$ cat config.mk
export PLATFORM = sky130hd
export DESIGN_NAME = disp_mux4
export DESIGN_NICKNAME = d
export VERILOG_FILES = /design/src/rtl/disp_mux4.sv
export SDC_FILE = /design/constraint.sdc
export NUM_CORES = 1
export LEC_CHECK = 0
export CAP_MARGIN = 10
export CORE_UTILIZATION = 45
export DETAILED_ROUTE_END_ITERATION = 12
export DONT_BUFFER_PORTS = 1
export GPL_ROUTABILITY_DRIVEN = 0
export MAX_ROUTING_LAYER = met4
export SETUP_SLACK_MARGIN = 0.4
export SYNTH_ARGS = -nofsm -noshare
export SYNTH_HDL_FRONTEND = slang
export SYNTH_SLANG_ARGS = --single-unit
export TNS_END_PERCENT = 5
$ cat constraint.sdc
create_clock -name clk -period 2.9 [get_ports clk]
set_input_delay 0.58 -clock clk [delete_from_list [all_inputs] [get_ports clk]]
set_output_delay 0.58 -clock clk [all_outputs]
set_load 0.01 [all_outputs]
$ cat src/rtl/disp_mux4.sv
// Four-digit common-anode display multiplexer. Input patterns are shadowed at frame boundaries.
// Optional anti-ghosting blanking gap at the start of each slot: define DISP_MUX4_BLANK_GAP_EN.
module disp_mux4 #(
  parameter int REFRESH_BITS = 18,
  parameter int GAP_BITS     = 4
) (
  input  logic       clk,
  input  logic       reset,
  input  logic [7:0] in0,
  input  logic [7:0] in1,
  input  logic [7:0] in2,
  input  logic [7:0] in3,
  input  logic [3:0] en,
  output logic [3:0] an,
  output logic [7:0] sseg,
  output logic       frame_tick
);

  localparam int SLOT_BITS = REFRESH_BITS - 2;
  localparam logic [REFRESH_BITS-1:0] Q_ONE = 1;

`ifdef DISP_MUX4_BLANK_GAP_EN
  localparam bit GAP_ON = 1'b1;
`else
  localparam bit GAP_ON = 1'b0;
`endif

  logic [REFRESH_BITS-1:0] q;
  logic                    q_max;
  logic [1:0]              sel;
  logic [SLOT_BITS-1:0]    slot_pos;
  logic                    in_gap;
  logic [7:0]              sh0, sh1, sh2, sh3;
  logic [3:0]              en_sh;
  logic [7:0]              sh_sel;
  logic [3:0]              an_nxt;
  logic [7:0]              sseg_nxt;

  assign q_max    = &q;
  assign sel      = q[REFRESH_BITS-1:REFRESH_BITS-2];
  assign slot_pos = q[SLOT_BITS-1:0];
  // Gap covers the first 2^GAP_BITS clocks of the slot; only honoured when GAP_ON.
  assign in_gap   = (slot_pos >> GAP_BITS) == '0;

  always_comb begin
    sh_sel   = 8'hFF;
    an_nxt   = 4'b1111;
    sseg_nxt = 8'hFF;
    case (sel)
      2'd0:    sh_sel = sh0;
      2'd1:    sh_sel = sh1;
      2'd2:    sh_sel = sh2;
      default: sh_sel = sh3;
    endcase
    if (en_sh[sel] && !(GAP_ON && in_gap)) begin
      an_nxt   = ~(4'b0001 << sel);
      sseg_nxt = sh_sel;
    end
  end

  always_ff @(posedge clk) begin
    if (reset) begin
      q          <= '0;
      sh0        <= 8'hFF;
      sh1        <= 8'hFF;
      sh2        <= 8'hFF;
      sh3        <= 8'hFF;
      en_sh      <= 4'b0000;
      an         <= 4'b1111;
      sseg       <= 8'hFF;
      frame_tick <= 1'b0;
    end else begin
      q          <= q + Q_ONE;
      frame_tick <= q_max;
      an         <= an_nxt;
      sseg       <= sseg_nxt;
      // Outputs above still use the old shadows on this edge; new ones take effect from q == 0.
      if (q_max) begin
        sh0   <= in0;
        sh1   <= in1;
        sh2   <= in2;
        sh3   <= in3;
        en_sh <= en;
      end
    end
  end

endmodule

Word level (Yosys, flattened, before mapping)
Index checks and enable logic that the tools add are counted.
{"block": "totals", "ff_bits": 67, "word_cells": 22, "output_inout_bits": 13, "inputBits": 38}
{"block": "op_classes", "n_reduce_logical": 3, "eq_ne": 2, "shift": 1, "bitwise": 2, "mux": 3, "n_lt_le_gt_ge": 1, "add_sub_neg": 1}
{"op": "$pmux 8 s3", "count": 1}
{"op": "$add 18x1->18 const B", "count": 1}
{"op": "$reduce_and 18->1", "count": 1}
{"op": "$not 4->4", "count": 1}
{"op": "$shl 1x2->4 const A", "count": 1}
{"op": "$lt 2x3->1 const B", "count": 1}
{"op": "$bmux 1 s2", "count": 1}
{"op": "$eq 2x1->1 const B", "count": 1}
{"op": "$eq 2x2->1 const B", "count": 1}
{"op": "$logic_not 2->1", "count": 1}
{"op": "$reduce_or 2->1", "count": 1}
{"op": "$mux 1", "count": 1}
{"op": "$not 1->1", "count": 1}

Depth between registers and ports, before layout
Gate-level depths: netlist (run 1).
{"block": "logic_depth", "ltp_word": 4, "ltp_mapped": 7, "ltp_nobuf": 5}

Least setup slack after synthesis (run 1)
OpenSTA, ideal clock, no wires.
{"block": "synth_timing", "kind": "register to register", "startpoint": "reg q[16]", "endpoint": "reg sseg[3]", "setup_slack_ps": 1356, "arrival_ps": 1421, "period_less_slack_ps": 1544, "path_stages_with_launch": 5, "setup_time_ps": 123, "required_ps": 2777, "cell_sequence": "dfxtp_1 > buf_4 > buf_2 > mux4_2 > or2_2"}
{"block": "synth_via", "elab_chain_len": 4, "word_cells_on_any_way": 8, "classes_between": "eq/ne: 2; mux: 3; bitwise: 1; reduce/logical: 2"}
{"element": "start: declaration", "line_no": "28", "source": "logic [REFRESH_BITS-1:0] q;"}
{"element": "start signal: assignment", "line_no": "73", "source": "q <= q + Q_ONE;"}
{"element": "$bmux 1 s2", "line_no": "55", "source": "if (en_sh[sel] && !(GAP_ON && in_gap)) begin"}
{"element": "$mux 1 (implied by the code)", "line_no": "55"}
{"element": "$not 1->1 (no line)"}
{"element": "$reduce_or 2->1 (no line)"}
{"element": "end signal: assignment", "line_no": "76", "source": "sseg <= sseg_nxt;"}
{"element": "end: declaration", "line_no": "15", "source": "output logic [7:0] sseg,"}
Several ways; a longest one is shown, not always the timed one. The select of a mux whose other input is x is not followed.
A chain may end at the register's enable or synchronous reset.

Final worst setup path (run 1)
{"block": "layout_timing", "startpoint": "reg q[0]", "endpoint": "reg sh0[4]"}
{"block": "layout_via", "elab_chain_len": 1}
{"element": "$reduce_and 18->1", "line_no": "39", "source": "assign q_max = &q;"}
{"element": "end signal: assignment", "line_no": "79", "source": "sh0 <= in0;"}
{"element": "end: declaration", "line_no": "33", "source": "logic [7:0] sh0, sh1, sh2, sh3;"}
Every way passes these cells.

==> run metrics, run 1 <==
postcts setup bufs=0; drt wl/cell=about 14 um; clock slew at reported path FFs=approximately 0.070 ns; syn avg cell area=9.81 sq um; TritonCTS clock tree=done; number of port buffers=0; Sw Pwr=0.364 mW; Vias/cell=5.15; total wire length=approximately 5.2 mm; CTS resizes=0; Total GRT Usage=18.7%; area of the multi-input gates=roughly 0.0014 sq mm; hold-fix buffers at CTS=0; TNS Setup=0 ns; number of top-level pins=a little over 50; Synth Register Bits=67; CTS root buf=clkbuf_8; drt pass-1 iters=5; die height=81.4 um; power share of the sequential group=approximately half; total grt overflow=0; Buf/Inv on CP=1; H-tree levels=3; Area growth syn-to-layout=9.40%; # diodes=0; # nets final=roughly 330; antenna violations before repair=0; Rows=28; P_int=1.52 mW; placed instance area=0.00286 sq mm; worst-path cell chain=ha_1 -> and4_2 -> nand4_1 -> buf_4 -> mux2i_1; fin. max-slew vios=0; post-route ant nets=0; most frequent cells in the layout=nor2_1 (80), dfxtp_1 (67), mux2i_1 (36), clkbuf_8 (13), nand3_1 (12); layout cells sized above 1=between 10% and 20%; Worst Hold Class=in2reg; Tcrit/Tclk final=about three fifths; Syn. warnings=0; status=finished, final reports clean; slowest CP cell=buf_4; Mapped Area=about 0.0028 sq mm; crit path launch type=register; Worst EP required=3.17 ns; pwr dens=606 mW/mm^2; normalized max-slew margin=slightly above 60%; largest net degree at the start of global routing=96; initial core utilization=47.3%; CP max stage delay=roughly 0.38 ns; Num CTS Buffers=9; # DRC=0; Switching Share=about a fifth; die area=between 0.006 and 0.007 sq mm; Hold WS=~0.3 ns; clock power share=49.3%; clock sink count=67; design area=about 0.0031 sq mm; core area=between 0.005 and 0.006 sq mm; post-route insts no fill=366; slew of the pin with the lowest slew margin=roughly 0.57 ns; vias=~1900; P_leak=around 1.3 nW; DP Cell Count=between 300 and 400; final hold vios=0; fin crit period=roughly 1.7 ns; Worst Skew=between 0.01 and 0.015 ns; fillcell total=~570; most common cell after layout, fill and taps aside=nor2_1; storage element area=between 0.001 and 0.0015 sq mm; combinational share of power=1.3%; crit end category=register; RSZ-0062 raised after global routing=false; clock buffer depth=2; vias in the first global route=1804; fmax=a little under 0.6 GHz; initial DRC count=~130; count of cell types in the netlist=32; sequential share of the synthesized area=between 40% and 50%; kind of critical path=reg2reg; post-detail-place hpwl=between 3 and 4 mm; clk_lat worst skew=around 0.34 ns; syn_nets=about 330; CP Max Fanout=22; Die X=81.4 um; CP delay by family, top=simple AND/OR/NAND/NOR gates; Setup Viol. Count Final=0; WP data arrival=between 1.5 and 2 ns; max_cap viols=0; peak supply drop=roughly 0.26 mV; gate count after technology mapping=around 290; first-pass GRT wire length=8.92 mm
[area by class of cell]
| class | count | share of cell area, % |
|---|---|---|
| flip-flops and latches | 67 | 43.2 |
| repair buffers | 3 | 0.726 |
| multi-input cells | 205 | 45.1 |
| clock buffers | 13 | 5.77 |
| clock inverters | 3 | 2.18 |
| well taps | 75 | 3.02 |
[flip-flops by register name (all words and copies together) (netlist names)]
name and count:
en_sh 4, frame_tick 1, sseg 8, sh2 8, sh0 8, an 4
q 18, sh1 8, sh3 8
[per-layer routing]
metal  global-route usage (%)  wire length, um  up-vias
li1                         -                -      971
met1                     26.4             2710      865
met2                     24.0             2150       38
met3                     4.61              214       10
met4                     10.2               85        0
met5                        -                0        -
[stage by stage]
stage | total power [mW] | utilization, % | setup WS (ns)
finish | 1.88 | 51.8 | 1.19
global route | 1.94 | 51.8 | 1.05
CTS | 1.90 | 51.8 | 1.18
detailed placement | 0.974 | 47.7 | 1.20
global placement | 0.974 | 47.7 | 1.23
floorplan | 0.985 | - | 1.36
[power by group through the flow]
stage / clock (mW) / combinational (mW) / sequential [mW]
floorplan: 0 / 0.0374 / 0.947
CTS: 0.947 / 0.0260 / 0.927
global placement: 0 / 0.0257 / 0.948
finish: 0.927 / 0.0252 / 0.927
detailed placement: 0 / 0.0257 / 0.948
global route: 0.984 / 0.0297 / 0.927
[cells in the mapped netlist]
master	number	area share [%]
a31o_2	1	0.31
nand3_2	2	0.71
and4_1	1	0.31
nand2_1	5	0.66
or3_2	1	0.26
mux2i_1	36	13
xor2_1	4	1.2
nor2b_1	4	0.88
nand4_1	4	0.88
nand3b_1	2	0.53
or3_1	2	0.44
buf_1	1	0.13
mux2_1	2	0.79
and3_1	1	0.22
nor4_4	1	0.75
buf_4	2	0.53
clkbuf_1	9	1.2
mux4_2	9	7.1
nor3_1	4	0.71
nand2b_1	10	2.2
ha_1	1	0.44
or2_2	8	1.8
a21oi_1	4	0.71
o21ai_0	3	0.53
nor4_1	1	0.22
nand3_1	12	2.1
and4_2	1	0.35
buf_6	3	1.2
xnor2_1	6	1.9
buf_2	2	0.35
dfxtp_1	67	47
nor2_1	80	11
[worst reg2reg max path: stages (launching register included)]
cell,delay [ns]
dfxtp_1,0.34
ha_1,0.25
and4_2,0.29
nand4_1,0.13
buf_4,0.38
mux2i_1,0.24
[cell families (layout without fill, tap and decap cells)]
kind of cell,Yosys count,in the layout,share of synthesized area (%)
and+or+nand+nor,139,139,23.6
adders and majority gates,1,1,0.441
buffers and inverters,17,19,3.40
DFF,67,67,47.3
muxes,47,47,20.6
xor gates and xnor gates,10,10,3.09
AOI/OAI and AO/OA,8,8,1.54
[final timing paths]
path                  from  endpoint  slack, ns  cells after the start
setup / recovery      q[0]    sh0[4]       1.19                      5
hold reg to reg   en_sh[0]     an[0]       0.43                      1
hold / removal       reset      q[3]       0.31                      1
setup reg to reg      q[0]    sh0[4]       1.19                      5
(Power assumes the default switching activity.)
==> run 2: changes to the inputs <==
==> constraint.sdc (replaced) <==
create_clock -name clk -period 1.7 [get_ports clk]
set_input_delay 0.34 -clock clk [delete_from_list [all_inputs] [get_ports clk]]
set_output_delay 0.34 -clock clk [all_outputs]
set_load 0.01 [all_outputs]
==> run metrics, run 2 (synthesized netlist as in run 1, its figures left out) <==
CTS root buf=clkbuf_8; WP data arrival=between 1.5 and 2 ns; kind of critical path=reg2reg; Hold Path Depth=1; largest net degree at the start of global routing=96; fin. max-slew vios=0; peak supply drop=roughly 0.52 mV; worst-path cell chain=ha_4 -> and4_4 -> nand4_1 -> buf_6 -> buf_12 -> mux2i_1; Design Power=around 3.3 mW; # diodes=0; P_leak=between 1 and 1.5 nW; first-pass GRT wire length=around 9 mm; Area growth syn-to-layout=20.7%; status=finished, final reports clean; clock sink count=67; max_cap viols=0; total grt overflow=0; number of top-level pins=slightly above 50; number of port buffers=0; most frequent cells in the layout=nor2_1 (80), dfxtp_1 (57), mux2i_1 (36), nand3_1 (11); R2R Path End=sh3[4]; vias in the first global route=1877; die area=0.00663 sq mm; CP delay by family, top=flip-flops; slowest CP cell=dfxtp_4; Setup Viol. Count Final=0; fillcell total=between 500 and 600; initial core utilization=47.3%; TritonCTS clock tree=done; # DRC=0; core area=between 0.005 and 0.006 sq mm; Buf/Inv on CP=2; Tcrit/Tclk final=between 80% and 90%; fin crit period=1.49 ns; vias=2040; Worst Hold Class=in2reg; fmax=0.670 GHz; CP Max Fanout=7; Total GRT Usage=19.5%; most common cell after layout, fill and taps aside=nor2_1; post-detail-place hpwl=around 3.5 mm; max reg flops=18; Num CTS Buffers=9; clock buffer depth=2; Reg with most FFs=q; clock slew at reported path FFs=~0.070 ns; drt pass-1 iters=4; Worst EP required=roughly 2.0 ns; normalized max-slew margin=about four fifths; H-tree levels=3; layout cells sized above 1=about a quarter; Die X=81.4 um; die height=~81 um; RSZ-0062 raised after global routing=true; TNS Setup=0 ns; Reg-to-Reg Start=q[0]; antenna violations before repair=0; CP max stage delay=~0.36 ns; worst r2r path cells=6; final hold vios=0; total wire length=between 5 and 6 mm; # nets final=~340; Vias/cell=5.33; slew of the pin with the lowest slew margin=about 0.29 ns; crit path launch type=register; WHS Endpoint=q[6]; hold-fix buffers at CTS=0; Worst Skew=0.00751 ns; critical hold path startpoint=reset; drt wl/cell=~15 um; DP Cell Count=352; worst reg-to-reg setup slack=0.21 ns; post-route insts no fill=between 300 and 400; Rows=28; post-route ant nets=0; crit end category=register; initial DRC count=115; utilization after layout=between 50% and 60%; pwr dens=953 mW/mm^2; clk_lat worst skew=0.35 ns
-- run 2: repair_timing --
item                       CTS  global route
pin swaps                    6             6
setup buffers                6             3
setup endpoints to repair   52            55
gates resized for setup     13             3
gates cloned                 2             4
-- run 2: per-stage QoR --
step | cell area, sq um | worst slack [ns] | hold WS, ns
finish | 3420 | 0.208 | 0.0590
global route | 3420 | 0.153 | 0.0394
floorplan | 2900 | 0.312 | 0.378
CTS | 3310 | 0.238 | 0.0410
global placement | 2930 | 0.199 | 0.407
detailed placement | 2930 | 0.182 | 0.409
-- run 2: how the worst max path moves through the flow --
stage | startpoint | end | slack (ns) | cells past startpoint
5_1_grt | q[0] | sh3[4] | 0.15 | 6
3_3_place_gp | q[16] | sseg[0] | 0.20 | 3
3_5_place_dp | q[16] | sseg[7] | 0.18 | 3
2_1_floorplan | q[16] | sseg[3] | 0.31 | 4
6_report | q[0] | sh3[4] | 0.21 | 6
4_1_cts | q[0] | q[13] | 0.24 | 5
-- run 2: cell type report --
cell class / count / area [sq um] / share of cell area [%]
clock buffer: 11 / 141 / 4.13
clock inverter: 5 / 100 / 2.92
multi-input combinational: 205 / 1450 / 42.2
sequential: 67 / 1360 / 39.8
tap: 75 / 93.8 / 2.74
timing repair buffer: 20 / 279 / 8.15
-- run 2: report_power, final --
part	total, mW	switching (mW)	internal, mW
Sequential	1.58	0.00801	1.57
Combinational	0.0626	0.0264	0.0362
Clock	1.62	0.610	1.01
Total	3.26	0.644	2.62
-- run 2: metal layers --
layer | wire length, um | global-route usage [%]
met4 | 142 | 9.64
met2 | 2750 | 29.6
met1 | 2780 | 23.8
met5 | 0 | -
met3 | 237 | 5.28
